`src/rtl/carregador_matriz_if.sv`:
```
// Element input handshake and packed-matrix output bus between the loader, its producer and ula_determinante.
interface carregador_matriz_if #(
  parameter int LARGURA_ELEM = 8,
  parameter int MAX_ELEM     = 25
);
  logic signed [LARGURA_ELEM-1:0]          in_data;
  logic                                    in_valid;
  logic                                    in_ready;
  logic signed [LARGURA_ELEM*MAX_ELEM-1:0] matriz;
  logic [1:0]                              tamanho_matriz;
  logic                                    mat_valid;
  logic                                    mat_ack;

  // slave is the loader itself; master is the producer/consumer environment around it
  modport slave (
    input  in_data, in_valid, mat_ack,
    output in_ready, matriz, tamanho_matriz, mat_valid
  );

  modport master (
    output in_data, in_valid, mat_ack,
    input  in_ready, matriz, tamanho_matriz, mat_valid
  );
endinterface

```
`src/rtl/carregador_matriz.sv`:
```
// Packs signed 8-bit elements row-major into the 200-bit matrix bus for ula_determinante and holds it until acked.
// Optional abort input enabled by macro CARREGADOR_ABORT_EN.
module carregador_matriz #(
  parameter int LARGURA_ELEM = 8,
  parameter int MAX_ELEM     = 25
) (
  input  logic               clk,
  input  logic               rst_n,
  input  logic               start,
  input  logic [1:0]         tamanho_in,
`ifdef CARREGADOR_ABORT_EN
  input  logic               abort,
`endif
  output logic [4:0]         contagem,
  carregador_matriz_if.slave bus
);

  localparam int LARGURA_BUS = LARGURA_ELEM * MAX_ELEM;

  typedef enum logic [1:0] {
    IDLE = 2'd0,
    LOAD = 2'd1,
    HOLD = 2'd2
  } estado_t;

  estado_t                        estado_reg;
  logic                           in_ready_reg;
  logic                           mat_valid_reg;
  logic signed [LARGURA_BUS-1:0]  matriz_reg;
  logic [1:0]                     tamanho_reg;
  logic [4:0]                     contagem_reg;
  logic [4:0]                     ultimo_idx;

  // Count value just before the final element: N*N - 1
  always_comb begin
    ultimo_idx = 5'd24;
    case (tamanho_reg)
      2'b00:   ultimo_idx = 5'd3;
      2'b01:   ultimo_idx = 5'd8;
      2'b10:   ultimo_idx = 5'd15;
      default: ultimo_idx = 5'd24;
    endcase
  end

  always_ff @(posedge clk or negedge rst_n) begin
    if (!rst_n) begin
      estado_reg    <= IDLE;
      in_ready_reg  <= 1'b0;
      mat_valid_reg <= 1'b0;
      matriz_reg    <= '0;
      tamanho_reg   <= 2'b00;
      contagem_reg  <= 5'd0;
    end else begin
      case (estado_reg)
        IDLE: begin
          if (start) begin
            tamanho_reg  <= tamanho_in;
            matriz_reg   <= '0;
            contagem_reg <= 5'd0;
            in_ready_reg <= 1'b1;
            estado_reg   <= LOAD;
          end
        end

        LOAD: begin
`ifdef CARREGADOR_ABORT_EN
          if (abort) begin
            estado_reg    <= IDLE;
            in_ready_reg  <= 1'b0;
            mat_valid_reg <= 1'b0;
            matriz_reg    <= '0;
            contagem_reg  <= 5'd0;
          end else
`endif
          if (bus.in_valid && in_ready_reg) begin
            matriz_reg   <= {matriz_reg[LARGURA_BUS-LARGURA_ELEM-1:0], bus.in_data};
            contagem_reg <= contagem_reg + 5'd1;
            if (contagem_reg == ultimo_idx) begin
              in_ready_reg  <= 1'b0;
              mat_valid_reg <= 1'b1;
              estado_reg    <= HOLD;
            end
          end
        end

        HOLD: begin
`ifdef CARREGADOR_ABORT_EN
          if (abort) begin
            estado_reg    <= IDLE;
            in_ready_reg  <= 1'b0;
            mat_valid_reg <= 1'b0;
            matriz_reg    <= '0;
            contagem_reg  <= 5'd0;
          end else
`endif
          // matriz/tamanho stay as they are after the ack so the consumer may still read them
          if (bus.mat_ack) begin
            mat_valid_reg <= 1'b0;
            estado_reg    <= IDLE;
          end
        end

        default: begin
          estado_reg    <= IDLE;
          in_ready_reg  <= 1'b0;
          mat_valid_reg <= 1'b0;
        end
      endcase
    end
  end

  assign bus.in_ready       = in_ready_reg;
  assign bus.mat_valid      = mat_valid_reg;
  assign bus.matriz         = matriz_reg;
  assign bus.tamanho_matriz = tamanho_reg;
  assign contagem           = contagem_reg;

endmodule

```
`src/flat_wrapper.sv`:
```
// flat-port wrapper written by rule: the top's interface ports become plain ports
module carregador_matriz_flat 
#(
  parameter int LARGURA_ELEM = 8,
  parameter int MAX_ELEM     = 25
)
  (clk, rst_n, start, tamanho_in, contagem, bus_in_data, bus_in_valid, bus_mat_ack, bus_in_ready, bus_matriz, bus_tamanho_matriz, bus_mat_valid);
  carregador_matriz_if #(.LARGURA_ELEM(LARGURA_ELEM), .MAX_ELEM(MAX_ELEM)) bus_i ();
  input  logic clk;
  input  logic rst_n;
  input  logic start;
  input  logic [1:0] tamanho_in;
  output logic [4:0] contagem;
  input wire logic [$bits(bus_i.in_data)-1:0] bus_in_data;
  input wire logic [$bits(bus_i.in_valid)-1:0] bus_in_valid;
  input wire logic [$bits(bus_i.mat_ack)-1:0] bus_mat_ack;
  output wire logic [$bits(bus_i.in_ready)-1:0] bus_in_ready;
  output wire logic [$bits(bus_i.matriz)-1:0] bus_matriz;
  output wire logic [$bits(bus_i.tamanho_matriz)-1:0] bus_tamanho_matriz;
  output wire logic [$bits(bus_i.mat_valid)-1:0] bus_mat_valid;
  assign bus_i.in_data = bus_in_data;
  assign bus_i.in_valid = bus_in_valid;
  assign bus_i.mat_ack = bus_mat_ack;
  assign bus_in_ready = bus_i.in_ready;
  assign bus_matriz = bus_i.matriz;
  assign bus_tamanho_matriz = bus_i.tamanho_matriz;
  assign bus_mat_valid = bus_i.mat_valid;
  carregador_matriz #(.LARGURA_ELEM(LARGURA_ELEM), .MAX_ELEM(MAX_ELEM)) u_core (.clk(clk), .rst_n(rst_n), .start(start), .tamanho_in(tamanho_in), .contagem(contagem), .bus(bus_i));
endmodule
```
`config.mk`:
```
export PLATFORM = sky130hd
export DESIGN_NAME = carregador_matriz_flat
export DESIGN_NICKNAME = d
export VERILOG_FILES = /design/src/rtl/carregador_matriz_if.sv /design/src/rtl/carregador_matriz.sv /design/src/flat_wrapper.sv
export SDC_FILE = /design/constraint.sdc
export NUM_CORES = 1
export LEC_CHECK = 0
export ABC_AREA = 1
export CORE_MARGIN = 4
export CORE_UTILIZATION = 25
export DETAILED_ROUTE_END_ITERATION = 12
export PLACE_DENSITY_LB_ADDON = 0.3
export SLEW_MARGIN = 20
export SYNTH_ARGS = -nofsm -noshare
export SYNTH_HDL_FRONTEND = slang
export SYNTH_SLANG_ARGS = --single-unit
```
`constraint.sdc`:
```
create_clock -name clk -period 1.35 [get_ports clk]
set_input_delay 0.405 -clock clk [delete_from_list [all_inputs] [get_ports clk]]
set_output_delay 0.405 -clock clk [all_outputs]
set_load 0.05 [all_outputs]
```
; ---- Word-level counts from Yosys, hierarchy flattened
; Cells that the tools add are included.
[word_totals]
regBits = 211
[op_classes]
addsub = 1
bitwise = 2
reduce_logical = 9
n_mux = 20
n_eq_ne = 9
[ops]
columns = operator, n
row1 = $mux W200, 2
row2 = $pmux W200 S2, 1
row3 = $pmux W5 S3, 1
row4 = $reduce_and A4 Y1, 3
row5 = $mux W5, 2
row6 = $pmux W5 S2, 1
row7 = $mux W2, 4
row8 = $mux W1, 6
row9 = $pmux W1 S3, 2
row10 = $pmux W2 S3, 1
row11 = $add A5 B1 Y5 const B, 1
row12 = $eq A5 B5 Y1, 1
row13 = $eq A2 B1 Y1 const B, 2
row14 = $eq A2 B2 Y1 const B, 2
row15 = $logic_not A2 Y1, 2
row16 = $ne A2 B1 Y1 const B, 2
row17 = $ne A2 B2 Y1 const B, 2
row18 = $reduce_and A3 Y1, 1
row19 = $not A1 Y1, 2
row20 = $reduce_and A2 Y1, 1
row21 = $reduce_bool A2 Y1, 1
row22 = $logic_and A1 B1 Y1, 1

; ---- Logic depth before layout (Yosys ltp)
[depth]
word_depth = 6
ltp_mapped = 8
depth_no_buf = 8

; ---- Worst setup path after synthesis
; OpenSTA, ideal clock, no wires.
[synth_path]
kind = register -> register
from = reg u_core.in_ready_reg (netlist: u_core.bus.in_ready)
to = reg u_core.matriz_reg[104] (netlist: u_core.bus.matriz[104])
path_stages_with_launch = 7
setup_ns = 0.133
synth_period_minus_slack_ns = 1.502
path_buffers = 2
path_slack_ns = -0.152
arrival_time_ns = 1.369
path_cell_list = dfrtp_1 > nand2_1 > inv_1 > nand2_2 > buf_2 > clkbuf_1 > o22ai_1
[synth_between]
elab_chain_cells = 3
[synth_lines]
columns = element, line
row1 = "start, declared", carregador_matriz.sv:27  ; logic in_ready_reg;
row2 = "start signal, assigned", carregador_matriz.sv:48  ; in_ready_reg <= 1'b0;
row3 = "start signal, assigned", carregador_matriz.sv:60  ; in_ready_reg <= 1'b1;
row4 = "start signal, assigned", carregador_matriz.sv:79  ; in_ready_reg <= 1'b0;
row5 = $logic_and A1 B1 Y1, carregador_matriz.sv:75  ; if (bus.in_valid && in_ready_reg) begin
row6 = $ne A2 B1 Y1 (no source line), -
row7 = $reduce_and A3 Y1 (no source line), -
row8 = "end signal, assigned", carregador_matriz.sv:76  ; matriz_reg <= {matriz_reg[LARGURA_BUS-LARGURA_ELEM-1:0], bus.in_data};
row9 = "end, declared", carregador_matriz.sv:29  ; logic signed [LARGURA_BUS-1:0] matriz_reg;
; Every way passes these cells.
; A chain may end at the register's enable or synchronous reset.

; ---- Final worst setup path
[layout_path]
from = reg u_core.estado_reg[1]
to = reg u_core.matriz_reg[198] (netlist: u_core.bus.matriz[198])
[layout_between]
elab_chain_cells = 3
elab_cells_between_ends = 7
cone_classes = eq/ne (3) / mux (1) / reduce/logical (3)
[layout_lines]
columns = element, line
row1 = "start, declared", carregador_matriz.sv:26  ; estado_t estado_reg;
row2 = "start signal, assigned", carregador_matriz.sv:47  ; estado_reg <= IDLE;
row3 = "start signal, assigned", carregador_matriz.sv:61  ; estado_reg <= LOAD;
row4 = "start signal, assigned", carregador_matriz.sv:81  ; estado_reg <= HOLD;
row5 = $eq A2 B1 Y1 / $logic_not A2 Y1 (equally long branches), carregador_matriz.sv:54  ; case (estado_reg)
row6 = $ne A2 B1 Y1 (no source line) (tied with other cells), -
row7 = $reduce_and A3 Y1 (no source line), -
; Parallel ways exist; a longest one is shown, timed or not.

==> impl_metrics.tcl <==
set metrics [dict create \
    status "finished with violations" \
    failed_checks "setup timing" \
    worstPathRequired_ns 1.74 \
    dr.first_iter.drc_count 325 \
    min_path_type "input pin to async pin" \
    synthMuxAreaShare 0 \
    wl_per_cell_um 21.08 \
    postLayoutCoreUtil 0.5594 \
    ys_seq_area_frac 0.6564 \
    stdcell_count 1582 \
    worstMarginPinSlew_ns 0.3694 \
    cts_buffers 24 \
    fin_crit_ns 1.584 \
    place_congestion 0.7746 \
    rows 65 \
    root_buffer "clkbuf_16" \
    timing_worst_setup_path_type "flip-flop to flip-flop" \
    place_hpwl_um 18540 \
    vias_per_cell 4.622 \
    grt_util_all_layers 0.1780 \
    grt_antenna_before_repair 0 \
    synth_compound_area_frac 0.1521 \
    fin_nets 1178 \
    p_total_mw 53.53 \
    setup_slack_ns -0.2344 \
    peakVddDrop_v 0.001363 \
    remaining_drc_errors 0 \
    n_fill_cell 2448 \
    initial_core_util 0.2543 \
    slew_viol_final 0 \
    leakage_nw 7.619 \
    area_growth_pct 120.0 \
    finalHoldViolations 0 \
    clock_path_buffers 3 \
    yosys_warnings 0 \
    critical_path.top_delay_family "buffers and inverters" \
    drive_gt1_frac 0.5780 \
    worst_path_max_delay_cell "dfrtp_1" \
    syn_inst 759 \
    synth_xor_xnor_area_share 0 \
    grt_overflow 0 \
    grt_pass1_wl_um 48980 \
    synth_top_family_by_area "compound AO/OA/AOI/OAI gates" \
    fmax_mhz 631.2 \
    dieWidth_um 187.4 \
    path_clk_slew_ns 0.06 \
    holdWs_ns 0.3584 \
    via_count 7312 \
    path_max_fanout 7 \
    cts_tree "built" \
    busiest_layer "met2" \
    clk_latency_ns 0.52 \
    power.density_nw_per_um2 3024 \
    worstPathArrival_ns 1.98 \
    crit_path_end_kind "flip-flop" \
    die-area_um2 35110 \
    period_share 1.174 \
    yosysUniqueCellTypes 22 \
    die_height_um 187.4 \
    first_global_vias 7732 \
    dp.cells 1378 \
    synthesis.area_um2 8044 \
    yosys.area_share.simple 0.07497 \
    slowest_delay_ns 0.42 \
    grt_max_degree 42 \
    worst_clock_skew_ns 0.01127 \
    synthAdderAreaFrac 0.001555 \
    ios 224 \
    synth_nets 775 \
    met2_usage 0.3118 \
    largest_reg_flops 200 \
    worstPathCellList "nor2_4, nand2_8, buf_12, nand2_8, buf_12, buf_12, inv_12, buf_12, nand2_1, nand2_1" \
    critPathBufInv 5 \
    first_pass_iters 5 \
    numClockSinks 211 \
    setup_viol 414 \
    startpoint_type "flip-flop" \
    synth-seq-cells 211 \
    antennaDiodeCount 0 \
    r2r_cells 10 \
    met3_usage 0.04461 \
    core_area_um2 31640 \
    ant_nets 0 \
    maxCapViolCount 0 \
    slew_headroom 0.7519 \
    grt_use_met1 0.2239 \
    cts.htree.levels 1 \
    path_depth 10 \
    wl_um 33350 \
    place.port_buffers 223 \
    syn_area_per_cell_um2 10.60 \
    cpMostUsedCell "buf_12" \
    rsz0062_at_grt "yes" \
]
==> synthesized netlist by cell type (all sizes together) <==
cell type	number	area, um^2
buf	38	230.2
nand4	3	18.77
ha	1	12.51
o21ai	24	120.1
nand3	33	170.2
o22ai	156	1089
inv	177	664.4
a21oi	3	15.01
nor2	4	22.52
clkbuf	8	30.03
dfrtp	211	5280
nand2	99	381.6
nor3	2	10.01
==> metal layers <==
metal | vias to the layer above | part of all wire
li1 | 3326 | -
met1 | 3742 | 0.40
met2 | 202 | 0.53
met3 | 42 | 0.059
met4 | 0 | 0.017
met5 | - | 0
==> stage by stage <==
| step | setup TNS (ns) | instance area (um^2) | setup slack (ns) |
|---|---|---|---|
| 5_1_grt | -76.81 | 17700 | -0.2865 |
| 3_3_place_gp | -96.64 | 13100 | -0.4889 |
| 6_report | -58.21 | 17700 | -0.2344 |
| 4_1_cts | -67.69 | 16820 | -0.2607 |
| 2_1_floorplan | -0.3173 | 8060 | -0.02290 |
| 3_5_place_dp | -99.90 | 13100 | -0.5331 |
==> where the power goes <==
| group | switching (mW) | internal (mW) |
|---|---|---|
| sequential | 2.77 | 8.75 |
| clock | 2.67 | 4.38 |
| combinational | 17.9 | 17.1 |
| total | 23.3 | 30.2 |
==> layout by cell type (no fill, tap or decap), types with 3 or more instances in the layout <==
master,Yosys,layout
buf_6,2,20
o22ai_2,18,123
o21ai_1,2,9
o22ai_1,138,6
nand3_1,32,9
nand3_2,1,23
nand2_4,1,4
nand2_2,1,23
bufinv_16,0,4
buf_4,11,91
o21ai_2,0,12
o22ai_4,0,27
buf_12,0,250
buf_16,0,28
clkbuf_1,8,8
clkdlybuf4s50_1,0,13
clkbuf_8,0,4
nand2_8,0,5
buf_8,0,10
clkbuf_16,0,32
inv_2,3,5
dfrtp_1,211,200
inv_1,174,170
nand4_1,3,3
nand2_1,97,70
o21ai_0,22,3
dfrtp_2,0,11
==> kinds of logic (layout without fill, tap and decap cells) <==
group	count (synthesis)	in the layout
DFF	211	211
and+or+nand+nor	141	144
AOI/OAI and AO/OA	183	183
adders and majority gates	1	1
buffers and inverters	223	641
==> area by class of cell <==
class                           instances  area (um^2)  share of cell area
Sequential cell                       211         5294              0.2991
Tap cell                              402        503.0             0.02842
Multi-Input combinational cell        328         3214              0.1816
Clock buffer                           37        710.7             0.04016
Inverter                              177        689.4             0.03895
Clock inverter                          7        137.6            0.007777
Timing Repair Buffer                  420         7149              0.4040
==> worst paths after layout <==
path                                        startpoint                endpoint  slack [ns]
worst max-delay path              u_core.estado_reg[1]  u_core.bus.matriz[198]       -0.23
worst min-delay path                             rst_n   u_core.bus.matriz[69]        0.36
worst max register to register    u_core.estado_reg[1]  u_core.bus.matriz[198]       -0.23
worst min register to register  u_core.bus.matriz[199]  u_core.bus.matriz[199]        0.54
max in group asynchronous                        rst_n     u_core.bus.in_ready        0.40
min in group clk                        bus_in_data[1]    u_core.bus.matriz[1]        0.45
==> repair_timing <==
| item | CTS | global route |
|---|---|---|
| gates cloned | 41 | 8 |
| endpoints found under the setup margin | 401 | 418 |
| endpoints found under the hold margin | 30 | 0 |
| gates resized for setup | 239 | 153 |
| pin swaps | 28 | 14 |
| buffers inserted | 88 | 40 |
| hold buffers | 1 | 0 |
==> worst register-to-register path, delay by kind of cell (launching register included) <==
family	cells	cell delay, ns
DFF	1	0.42
and+or+nand+nor	5	0.50
buffers and inverters	5	0.54
No activity file was read; power rests on OpenSTA's default activity.
